==> src/rtl/vector_issue_control_if.sv <==
// Issue-stage bus for vector_issue_control: fetch-side instruction handshake
// and execute-side control-beat handshake bundled together.
interface vector_issue_control_if #(
    parameter int ELEMS = 8,
    parameter int LANES = 4
);
    localparam int BEATS  = (ELEMS + LANES - 1) / LANES;
    localparam int BEAT_W = (BEATS > 1) ? $clog2(BEATS) : 1;

    // Handshakes: a transfer happens on a rising edge where valid && ready;
    // the producer holds its payload stable while valid && !ready.
    logic              IN_VALID;
    logic              IN_READY;
    logic [5:0]        OP;
    logic              VEC;
    logic              FLUSH;
    logic              OUT_VALID;
    logic              OUT_READY;
    logic              REG_WRITE;
    logic              MEM_TO_REG;
    logic              MEM_WRITE;
    logic              BRANCH;
    logic              NOT_EQUAL;
    logic [3:0]        ALU_CONTROL;
    logic [1:0]        ALU_SRC;
    logic [BEAT_W-1:0] BEAT;
    logic [LANES-1:0]  LANE_MASK;
    logic              LAST;
    logic              ILLEGAL;
    logic              DBG_STATE;  // 0 = IDLE, 1 = ISSUE

    modport slave (
        input  IN_VALID, OP, VEC, FLUSH, OUT_READY,
        output IN_READY, OUT_VALID, REG_WRITE, MEM_TO_REG, MEM_WRITE, BRANCH,
               NOT_EQUAL, ALU_CONTROL, ALU_SRC, BEAT, LANE_MASK, LAST, ILLEGAL,
               DBG_STATE
    );

    modport master (
        output IN_VALID, OP, VEC, FLUSH, OUT_READY,
        input  IN_READY, OUT_VALID, REG_WRITE, MEM_TO_REG, MEM_WRITE, BRANCH,
               NOT_EQUAL, ALU_CONTROL, ALU_SRC, BEAT, LANE_MASK, LAST, ILLEGAL,
               DBG_STATE
    );
endinterface

==> src/rtl/vector_issue_control.sv <==
// Registered opcode decoder that issues vector ALU/memory ops as a run of
// lane-masked beats and stalls fetch until the last beat is consumed.
module vector_issue_control #(
    parameter int ELEMS = 8,
    parameter int LANES = 4
) (
    input logic                    CLK,
    input logic                    RST,
    vector_issue_control_if.slave  bus
);
    localparam int BEATS    = (ELEMS + LANES - 1) / LANES;
    localparam int BEAT_W   = (BEATS > 1) ? $clog2(BEATS) : 1;
    localparam int LAST_CNT = ELEMS - LANES * (BEATS - 1);

    localparam logic [BEAT_W-1:0] LAST_BEAT  = BEAT_W'(BEATS - 1);
    localparam logic [LANES-1:0]  FULL_MASK  = '1;
    localparam logic [LANES-1:0]  TAIL_MASK  = FULL_MASK >> (LANES - LAST_CNT);
    localparam logic [LANES-1:0]  LANE0_MASK = LANES'(1);

    typedef struct packed {
        logic       reg_write;
        logic       mem_to_reg;
        logic       mem_write;
        logic       branch;
        logic       not_equal;
        logic [3:0] alu_control;
        logic [1:0] alu_src;
        logic       illegal;
        logic       multi;
    } ctrl_t;

    localparam ctrl_t NOP_CTRL = '{
        reg_write: 1'b0, mem_to_reg: 1'b0, mem_write: 1'b0, branch: 1'b0,
        not_equal: 1'b0, alu_control: 4'b1111, alu_src: 2'b01,
        illegal: 1'b0, multi: 1'b0
    };

    typedef enum logic {IDLE = 1'b0, ISSUE = 1'b1} state_t;

    function automatic ctrl_t decode(input logic [5:0] op, input logic vec);
        ctrl_t c;
        c = '0;
        case (op)
            6'b000000: begin c.reg_write = 1'b1; c.alu_control = vec ? 4'b0100 : 4'b0000; c.multi = vec; end
            6'b000001: begin c.reg_write = 1'b1; c.alu_src = 2'b10; end
            6'b000010: begin c.reg_write = 1'b1; c.alu_control = vec ? 4'b0101 : 4'b0001; c.multi = vec; end
            6'b000011: begin c.reg_write = 1'b1; c.alu_control = 4'b0001; c.alu_src = 2'b10; end
            6'b000100: begin c.reg_write = 1'b1; c.alu_control = vec ? 4'b0110 : 4'b0011; c.multi = vec; end
            6'b000101: begin
                c.reg_write = 1'b1; c.alu_control = vec ? 4'b0110 : 4'b0011;
                c.alu_src = 2'b10; c.multi = vec;
            end
            6'b000110: begin c.reg_write = 1'b1; c.alu_control = 4'b0010; end
            6'b000111: begin c.reg_write = 1'b1; c.alu_control = 4'b0111; c.alu_src = 2'b01; end
            6'b001000: begin c.reg_write = 1'b1; c.alu_control = 4'b1000; c.alu_src = 2'b01; end
            6'b001001: begin c.reg_write = 1'b1; c.alu_control = 4'b1001; c.alu_src = 2'b01; end
            6'b001010: begin c.reg_write = 1'b1; c.alu_control = 4'b1010; c.alu_src = 2'b01; end
            6'b001011: begin c.reg_write = 1'b1; c.mem_to_reg = 1'b1; c.multi = vec; end
            6'b001100: begin c.mem_write = 1'b1; c.multi = vec; end
            6'b001101: begin c.branch = 1'b1; c.not_equal = 1'b1; end
            6'b010000: begin c.branch = 1'b1; end
            6'b111111: c = NOP_CTRL;
            default:   begin c = NOP_CTRL; c.illegal = 1'b1; end
        endcase
        return c;
    endfunction

    state_t            state_q, state_d;
    ctrl_t             ctrl_q;
    logic [BEAT_W-1:0] beat_q;
    logic              out_valid, last, in_ready, accept, advance;

    assign out_valid = (state_q == ISSUE);
    assign last      = out_valid && (!ctrl_q.multi || beat_q == LAST_BEAT);
    // Ready while the final beat is leaving so the next op issues without a bubble.
    assign in_ready  = !bus.FLUSH && (!out_valid || (bus.OUT_READY && last));
    assign accept    = bus.IN_VALID && in_ready;
    assign advance   = out_valid && bus.OUT_READY && !last;

    always_ff @(posedge CLK or posedge RST) begin
        if (RST) state_q <= IDLE;
        else     state_q <= state_d;
    end

    always_comb begin
        state_d = state_q;
        if (bus.FLUSH)                                state_d = IDLE;
        else if (accept)                              state_d = ISSUE;
        else if (out_valid && bus.OUT_READY && last)  state_d = IDLE;
    end

    always_ff @(posedge CLK or posedge RST) begin
        if (RST) begin
            ctrl_q <= NOP_CTRL;
            beat_q <= '0;
        end else if (bus.FLUSH) begin
            ctrl_q.illegal <= 1'b0;
            beat_q         <= '0;
        end else if (accept) begin
            ctrl_q <= decode(bus.OP, bus.VEC);
            beat_q <= '0;
        end else if (advance) begin
            beat_q <= beat_q + BEAT_W'(1);
        end
    end

    always_comb begin
        bus.IN_READY    = in_ready;
        bus.OUT_VALID   = out_valid;
        bus.REG_WRITE   = ctrl_q.reg_write;
        bus.MEM_TO_REG  = ctrl_q.mem_to_reg;
        bus.MEM_WRITE   = ctrl_q.mem_write;
        bus.BRANCH      = ctrl_q.branch;
        bus.NOT_EQUAL   = ctrl_q.not_equal;
        bus.ALU_CONTROL = ctrl_q.alu_control;
        bus.ALU_SRC     = ctrl_q.alu_src;
        bus.ILLEGAL     = ctrl_q.illegal;
        bus.BEAT        = beat_q;
        bus.LAST        = last;
        bus.DBG_STATE   = state_q;
        bus.LANE_MASK   = '0;
        if (out_valid) begin
            if (!ctrl_q.multi)            bus.LANE_MASK = LANE0_MASK;
            else if (beat_q == LAST_BEAT) bus.LANE_MASK = TAIL_MASK;
            else                          bus.LANE_MASK = FULL_MASK;
        end
    end
endmodule
==> src/flat_wrapper.sv <==
// flat-port wrapper written by rule: the top's interface ports become plain ports
module vector_issue_control_flat 
#(
    parameter int ELEMS = 8,
    parameter int LANES = 4
)
  (CLK, RST, bus_IN_VALID, bus_OP, bus_VEC, bus_FLUSH, bus_OUT_READY, bus_IN_READY, bus_OUT_VALID, bus_REG_WRITE, bus_MEM_TO_REG, bus_MEM_WRITE, bus_BRANCH, bus_NOT_EQUAL, bus_ALU_CONTROL, bus_ALU_SRC, bus_BEAT, bus_LANE_MASK, bus_LAST, bus_ILLEGAL, bus_DBG_STATE);
  vector_issue_control_if #(.ELEMS(ELEMS), .LANES(LANES)) bus_i ();
  input logic CLK;
  input logic RST;
  input wire logic [$bits(bus_i.IN_VALID)-1:0] bus_IN_VALID;
  input wire logic [$bits(bus_i.OP)-1:0] bus_OP;
  input wire logic [$bits(bus_i.VEC)-1:0] bus_VEC;
  input wire logic [$bits(bus_i.FLUSH)-1:0] bus_FLUSH;
  input wire logic [$bits(bus_i.OUT_READY)-1:0] bus_OUT_READY;
  output wire logic [$bits(bus_i.IN_READY)-1:0] bus_IN_READY;
  output wire logic [$bits(bus_i.OUT_VALID)-1:0] bus_OUT_VALID;
  output wire logic [$bits(bus_i.REG_WRITE)-1:0] bus_REG_WRITE;
  output wire logic [$bits(bus_i.MEM_TO_REG)-1:0] bus_MEM_TO_REG;
  output wire logic [$bits(bus_i.MEM_WRITE)-1:0] bus_MEM_WRITE;
  output wire logic [$bits(bus_i.BRANCH)-1:0] bus_BRANCH;
  output wire logic [$bits(bus_i.NOT_EQUAL)-1:0] bus_NOT_EQUAL;
  output wire logic [$bits(bus_i.ALU_CONTROL)-1:0] bus_ALU_CONTROL;
  output wire logic [$bits(bus_i.ALU_SRC)-1:0] bus_ALU_SRC;
  output wire logic [$bits(bus_i.BEAT)-1:0] bus_BEAT;
  output wire logic [$bits(bus_i.LANE_MASK)-1:0] bus_LANE_MASK;
  output wire logic [$bits(bus_i.LAST)-1:0] bus_LAST;
  output wire logic [$bits(bus_i.ILLEGAL)-1:0] bus_ILLEGAL;
  output wire logic [$bits(bus_i.DBG_STATE)-1:0] bus_DBG_STATE;
  assign bus_i.IN_VALID = bus_IN_VALID;
  assign bus_i.OP = bus_OP;
  assign bus_i.VEC = bus_VEC;
  assign bus_i.FLUSH = bus_FLUSH;
  assign bus_i.OUT_READY = bus_OUT_READY;
  assign bus_IN_READY = bus_i.IN_READY;
  assign bus_OUT_VALID = bus_i.OUT_VALID;
  assign bus_REG_WRITE = bus_i.REG_WRITE;
  assign bus_MEM_TO_REG = bus_i.MEM_TO_REG;
  assign bus_MEM_WRITE = bus_i.MEM_WRITE;
  assign bus_BRANCH = bus_i.BRANCH;
  assign bus_NOT_EQUAL = bus_i.NOT_EQUAL;
  assign bus_ALU_CONTROL = bus_i.ALU_CONTROL;
  assign bus_ALU_SRC = bus_i.ALU_SRC;
  assign bus_BEAT = bus_i.BEAT;
  assign bus_LANE_MASK = bus_i.LANE_MASK;
  assign bus_LAST = bus_i.LAST;
  assign bus_ILLEGAL = bus_i.ILLEGAL;
  assign bus_DBG_STATE = bus_i.DBG_STATE;
  vector_issue_control #(.ELEMS(ELEMS), .LANES(LANES)) u_core (.CLK(CLK), .RST(RST), .bus(bus_i));
endmodule
==> config.mk <==
export PLATFORM = sky130hd
export DESIGN_NAME = vector_issue_control_flat
export DESIGN_NICKNAME = d
export VERILOG_FILES = /design/src/rtl/vector_issue_control_if.sv /design/src/rtl/vector_issue_control.sv /design/src/flat_wrapper.sv
export SDC_FILE = /design/constraint.sdc
export NUM_CORES = 1
export LEC_CHECK = 0
export ABC_AREA = 0
export BUFFER_PORTS_ARGS = -buffer_cell sky130_fd_sc_hd__buf_4
export CAP_MARGIN = 15
export CORE_MARGIN = 5
export CORE_UTILIZATION = 30
export CTS_CLUSTER_DIAMETER = 40
export CTS_CLUSTER_SIZE = 30
export DETAILED_ROUTE_END_ITERATION = 7
export PLACE_DENSITY_LB_ADDON = 0.12
export SYNTH_ARGS = -nofsm -noshare
export SYNTH_HDL_FRONTEND = slang
export SYNTH_SLANG_ARGS = --single-unit
==> constraint.sdc <==
create_clock -name CLK -period 1.8 [get_ports CLK]
set_input_delay 0.27 -clock CLK [delete_from_list [all_inputs] [get_ports CLK]]
set_output_delay 0.27 -clock CLK [all_outputs]
set_load 0.01 [all_outputs]
Yosys cells after proc, flatten, opt, wreduce, memory -nomap -nowiden
Index checks and enable logic that the tools add are counted.

Bits in registers: 15. Input port bits: 12.

Add/sub/neg operators: 1. Equal/unequal tests: 15. Multiplexer cells: 22. Bitwise operators: 1. Reductions and logical operators: 26.

Operators by type and width (number): $pmux 4 s10 (1); $eq 6x4->1 const B (6); $eq 6x3->1 const B (4); $reduce_or 16->1 (1); $mux 1 (14); $eq 6x2->1 const B (2); $reduce_or 12->1 (1); $mux 3 (3); $mux 4 (2); $reduce_or 8->1 (1); $logic_and 1x1->1 (7); $eq 6x1->1 const B (1); $eq 6x5->1 const B (1); $eq 6x6->1 const B (1); $logic_not 6->1 (1); $reduce_bool 3->1 (2); $reduce_or 6->1 (1); $reduce_or 5->1 (1); $logic_not 1->1 (4); $pmux 2 s2 (1); $reduce_or 2->1 (2); $reduce_or 3->1 (1); $logic_or 1x1->1 (2); $mux 2 (1); 4 further kinds (4).

Depth between registers and ports, before layout
Depth after elaboration: 9. Mapped depth: 6.

Worst setup path before layout
OpenSTA, ideal clock, no wires.

Path kind: reg2reg. From: reg u_core.state_q, in the netlist u_core.bus.DBG_STATE. To: reg u_core.ctrl_q (netlist bit u_core.bus.BRANCH). Setup time: 0.125 ns. Data arrival time: 1.423 ns. Path slack: 0.252 ns. Cell stages (with the launch flop): 5. Path buffers: 1. Cell sequence: dfrtp_1 o2bb2ai_2 and2_4 buf_6 mux2_2.

Longest elaborated chain between the ends: 6. Elaborated cells on any way between the ends: 7. Those cells by class: 7 x reduce/logical.

RTL lines: from (decl) (RTL line vector_issue_control.sv:68) `state_t state_q, state_d;`; from (signal assigned) (RTL line vector_issue_control.sv:82) `else state_q <= state_d;`; $logic_and 1x1->1 (RTL line vector_issue_control.sv:74) `assign last = out_valid && (!ctrl_q.multi || beat_q == LAST_BEAT);`; $logic_and 1x1->1 (RTL line vector_issue_control.sv:76) `assign in_ready = !bus.FLUSH && (!out_valid || (bus.OUT_READY && last));`; $logic_or 1x1->1 (*) (RTL line vector_issue_control.sv:76); $logic_and 1x1->1 (*) (RTL line vector_issue_control.sv:76); net bus_IN_READY (RTL line flat_wrapper.sv:16) `output wire logic [$bits(bus_i.IN_READY)-1:0] bus_IN_READY;`; $logic_and 1x1->1 (*) (RTL line vector_issue_control.sv:77) `assign accept = bus.IN_VALID && in_ready;`; $reduce_and 2->1 (no line) (*); to (signal assigned) (RTL line vector_issue_control.sv:100) `ctrl_q <= decode(bus.OP, bus.VEC);`; to (decl) (RTL line vector_issue_control.sv:69) `ctrl_t ctrl_q;`.

Mark *: on every way through the listed nets, which the timed path passes. The rest lies on a longest branch. A chain may end at the register's enable or synchronous reset.

Final worst setup path
From: reg u_core.beat_q, in the netlist u_core.bus.BEAT. To: out bus_IN_READY.

Longest elaborated chain between the ends: 5.

RTL lines: from (decl) (RTL line vector_issue_control.sv:70) `logic [BEAT_W-1:0] beat_q;`; from (signal assigned) (RTL line vector_issue_control.sv:103) `beat_q <= beat_q + BEAT_W'(1);`; $logic_or 1x1->1 (RTL line vector_issue_control.sv:74); $logic_and 1x1->1 (RTL line vector_issue_control.sv:74); $logic_and 1x1->1 (RTL line vector_issue_control.sv:76); $logic_or 1x1->1 (RTL line vector_issue_control.sv:76); $logic_and 1x1->1 (RTL line vector_issue_control.sv:76); to (decl) (RTL line flat_wrapper.sv:16).

Every way passes these cells.

==> flow_summary_export.csv <==
group,metric,value,unit
final_layout,area.growth.synth_to_final,20.0,%
die,total_i_o_pin_count,33,
clocking,cts.hold.buffers_added,0,
logic_synthesis,mappedNetlistArea,1020,um^2
worst_setup_path,path_class,"reg -> out",
sta,timing.final.crit_share,0.892,
die,floorplan_die_area,4680,um^2
logic_synthesis,yosys_register_bits,15,
run,drv_cap,0,
global_route,top_usage_layer,"met2",
clocking,clk_pin_slew,0.10,ns
sta,fin_setup_tns,0,ns
drt,remaining_design_rule_violation_count,0,
sta,final.min_clock_period,1.60,ns
run_status,outcome,"complete, no violations",
final_layout,num-nets-final,149,
global_route,groute.layer.met2.usage,0.191,
placed_design,buffer_ports.inserted,32,
clocking,clkLatencyLatePin,0.28,ns
pwr,power_density,663,nW/um^2
drt,drtIter0Drc,26,
final_layout,layout-drive-gt1-share,0.346,
worst_setup_path,worstPathRequired,1.53,ns
logic_synthesis,synth_top_cells_by_area,"sky130_fd_sc_hd__dfrtp_1 24%, sky130_fd_sc_hd__dfstp_2 13%, sky130_fd_sc_hd__buf_4 7.3%, sky130_fd_sc_hd__a21oi_1 5.4%, sky130_fd_sc_hd__mux2i_1 3.9%",
clocking,tritoncts,"done",
drt,drt-wirelength-per-cell,13.6,um
logic_synthesis,synth-seq-area-share,0.372,
worst_setup_path,worst_setup_path_start_kind,"register",
die,start_util,0.310,
clocking,cts-buffers-inserted,3,
sta,achievable-frequency,0.623,GHz
logic_synthesis,synth_top_area_share,0.244,
sta,finClkSkew,0.00636,ns
die,fp-row-count,21,
clocking,cts_repair_resize_count,0,
clocking,cts_buffer_depth,2,
global_route,met3_usage,0.0197,
clocking,root_buffer,"sky130_fd_sc_hd__clkbuf_4",
final_layout,sequential_cell_area,382,um^2
global_route,grt_pass1_wl,4190,um
drt,avgViaCountPerCell,4.95,
sta,rsz0062_at_grt,"no",
die,die_w,68.4,um
final_layout,layout.core_utilization,0.372,
worst_setup_path,worstRegToRegCells,4,
die,placeableCoreArea,3310,um^2
logic_synthesis,synth-edff-count,0,
final_layout,fillCellCount,370,
drt,total_wirelength,2470,um
drt,detail_route.first_pass.iterations,4,
sta,finalSetupViolations,0,
worst_setup_path,critical_path_arrival,1.33,ns
final_layout,area_of_the_multi_input_gates,482,um^2
logic_synthesis,ys.flop_type,"sky130_fd_sc_hd__dfrtp_1",
worst_hold_path,hold_path_class,"in -> async",
sta,maxSlewHeadroom,0.597,
logic_synthesis,postSynth.asyncResetShare,1.00,
logic_synthesis,syn_area_per_cell,8.68,um^2
pwr,vdd_ir_drop_max,0.000161,V
sta,finalMaxSlewViolations,0,
placed_design,place.detailed.hpwl,1840,um
placed_design,place_congestion,0.775,
logic_synthesis,syn-instance-count,118,
sta,worstMarginPinSlew,0.605,ns
global_route,global_route.usage.met1,0.161,
global_route,globalRouteOverflowTotal,0,
sta,final-hold-violation-count,0,
logic_synthesis,syn-num-nets,130,
clocking,tritoncts_num_sinks,15,
global_route,grt_antenna_before_repair,0,
global_route,grt_pass1_vias,901,
pwr,p_leak,0.566,nW
logic_synthesis,synth_cell_type_count,35,
worst_setup_path,cp-end-kind,"output port",
global_route,pin_count_of_the_biggest_net_entering_global_routing,16,
final_layout,antenna_cells_inserted,0,
clocking,cts_setup_buffers,0,
logic_synthesis,synth.largest_area_cell,"sky130_fd_sc_hd__dfrtp_1",
drt,dr_total_vias,901,
die,floorplan.die.height,68.4,um
global_route,globalRouteTotalUtil,0.122,
worst_setup_path,critical_path_peak_fanout,8,
clocking,cts_htree_levels,1,
drt,antenna_violating_nets_post_route,0,
logic_synthesis,yosysWarningCount,0,
[power by group]
part / switching [mW] / internal, mW / total, mW
Sequential: 0.0172 / 0.377 / 0.394
Clock: 0.113 / 0.0824 / 0.195
Combinational: 0.119 / 0.108 / 0.227
[worst max-delay path: stages (launching register included)]
cell and delay (ns):
sky130_fd_sc_hd__dfrtp_1 0.40, sky130_fd_sc_hd__nand2b_1 0.20, sky130_fd_sc_hd__o2bb2ai_2 0.15, sky130_fd_sc_hd__buf_4 0.17, sky130_fd_sc_hd__buf_4 0.14
[layer usage]
metal / part of all wire / wire, um
met4: 0.021 / 51
met2: 0.44 / 1090
met1: 0.47 / 1160
met3: 0.067 / 165
met5: 0 / 0
[final cells by class]
type	instances	area share
Clock buffer	3	0.0183
Clock inverter	1	0.00407
Inverter	9	0.0275
Multi-Input combinational cell	75	0.392
Sequential cell	15	0.310
Tap cell	46	0.0468
Timing Repair Buffer	33	0.201
[final timing paths]
path	startpoint	endpoint	slack (ns)
max	u_core.bus.BEAT	bus_IN_READY	0.20
min	RST	u_core.bus.DBG_STATE	0.05
max reg2reg	u_core.ctrl_q[0]	u_core.bus.BRANCH	0.39
min reg2reg	u_core.bus.ALU_SRC[0]	u_core.bus.ALU_SRC[0]	0.53
max in group asynchronous	RST	u_core.bus.NOT_EQUAL	1.36
min in group CLK	bus_FLUSH	u_core.bus.DBG_STATE	0.17
[cells by family (layout without fill, tap and decap cells)]
group	after synthesis	after routing	share of synthesized area
and+or+nand+nor	37	37	0.197
AOI/OAI and AO/OA	31	31	0.198
buffers and inverters	28	46	0.157
DFF	15	15	0.372
muxes	7	7	0.0757
[flip-flops by register name, indices dropped and copies added (netlist names)]
| name | count |
|---|---|
| u_core.bus.ALU_CONTROL | 4 |
| u_core.bus.ALU_SRC | 2 |
| u_core.bus.BEAT | 1 |
| u_core.bus.BRANCH | 1 |
| u_core.bus.DBG_STATE | 1 |
| u_core.bus.ILLEGAL | 1 |
| u_core.bus.MEM_TO_REG | 1 |
| u_core.bus.MEM_WRITE | 1 |
| u_core.bus.NOT_EQUAL | 1 |
| u_core.bus.REG_WRITE | 1 |
| u_core.ctrl_q | 1 |
[Yosys cell counts, types with 2 or more instances]
| cell type | instances |
|---|---|
| sky130_fd_sc_hd__a21oi_1 | 11 |
| sky130_fd_sc_hd__a31oi_1 | 2 |
| sky130_fd_sc_hd__and2_1 | 3 |
| sky130_fd_sc_hd__buf_2 | 3 |
| sky130_fd_sc_hd__buf_4 | 10 |
| sky130_fd_sc_hd__buf_6 | 2 |
| sky130_fd_sc_hd__clkbuf_1 | 4 |
| sky130_fd_sc_hd__dfrtp_1 | 10 |
| sky130_fd_sc_hd__dfstp_2 | 5 |
| sky130_fd_sc_hd__inv_1 | 9 |
| sky130_fd_sc_hd__mux2_2 | 2 |
| sky130_fd_sc_hd__mux2i_1 | 4 |
| sky130_fd_sc_hd__nand2_1 | 4 |
| sky130_fd_sc_hd__nand2b_1 | 2 |
| sky130_fd_sc_hd__nand4_1 | 5 |
| sky130_fd_sc_hd__nor2_1 | 8 |
| sky130_fd_sc_hd__nor2b_1 | 2 |
| sky130_fd_sc_hd__nor3_1 | 7 |
| sky130_fd_sc_hd__o21a_1 | 3 |
| sky130_fd_sc_hd__o21ai_0 | 6 |
| sky130_fd_sc_hd__o22a_1 | 2 |
[per-stage QoR]
stage | power [mW] | hold WS, ns | worst slack [ns] | std cells | cell area [um^2]
6_report | 0.816 | 0.0465 | 0.195 | 182 | 1230
3_3_place_gp | 0.628 | 0.364 | 0.413 | 178 | 1200
3_5_place_dp | 0.630 | 0.380 | 0.398 | 178 | 1200
2_1_floorplan | 0.560 | 0.168 | 0.252 | 118 | 1020
4_1_cts | 0.829 | 0.0656 | 0.186 | 182 | 1230
5_1_grt | 0.879 | 0.0871 | 0.122 | 182 | 1230
[cells in the final DEF (no fill, tap or decap), types with 2 or more instances in the layout]
cell	synthesis	final
sky130_fd_sc_hd__mux2_2	2	2
sky130_fd_sc_hd__o21ai_0	6	6
sky130_fd_sc_hd__mux2i_1	4	4
sky130_fd_sc_hd__nand2_1	4	4
sky130_fd_sc_hd__clkbuf_4	0	3
sky130_fd_sc_hd__nand2b_1	2	2
sky130_fd_sc_hd__a31oi_1	2	2
sky130_fd_sc_hd__dfrtp_1	10	10
sky130_fd_sc_hd__inv_1	9	9
sky130_fd_sc_hd__nor3_1	7	7
sky130_fd_sc_hd__buf_4	10	33
sky130_fd_sc_hd__o22a_1	2	2
sky130_fd_sc_hd__nand4_1	5	5
sky130_fd_sc_hd__a21oi_1	11	11
sky130_fd_sc_hd__and2_1	3	3
sky130_fd_sc_hd__o21a_1	3	3
sky130_fd_sc_hd__nor2b_1	2	2
sky130_fd_sc_hd__dfstp_2	5	5
sky130_fd_sc_hd__nor2_1	8	8
Power figures use the tool's default switching activity.
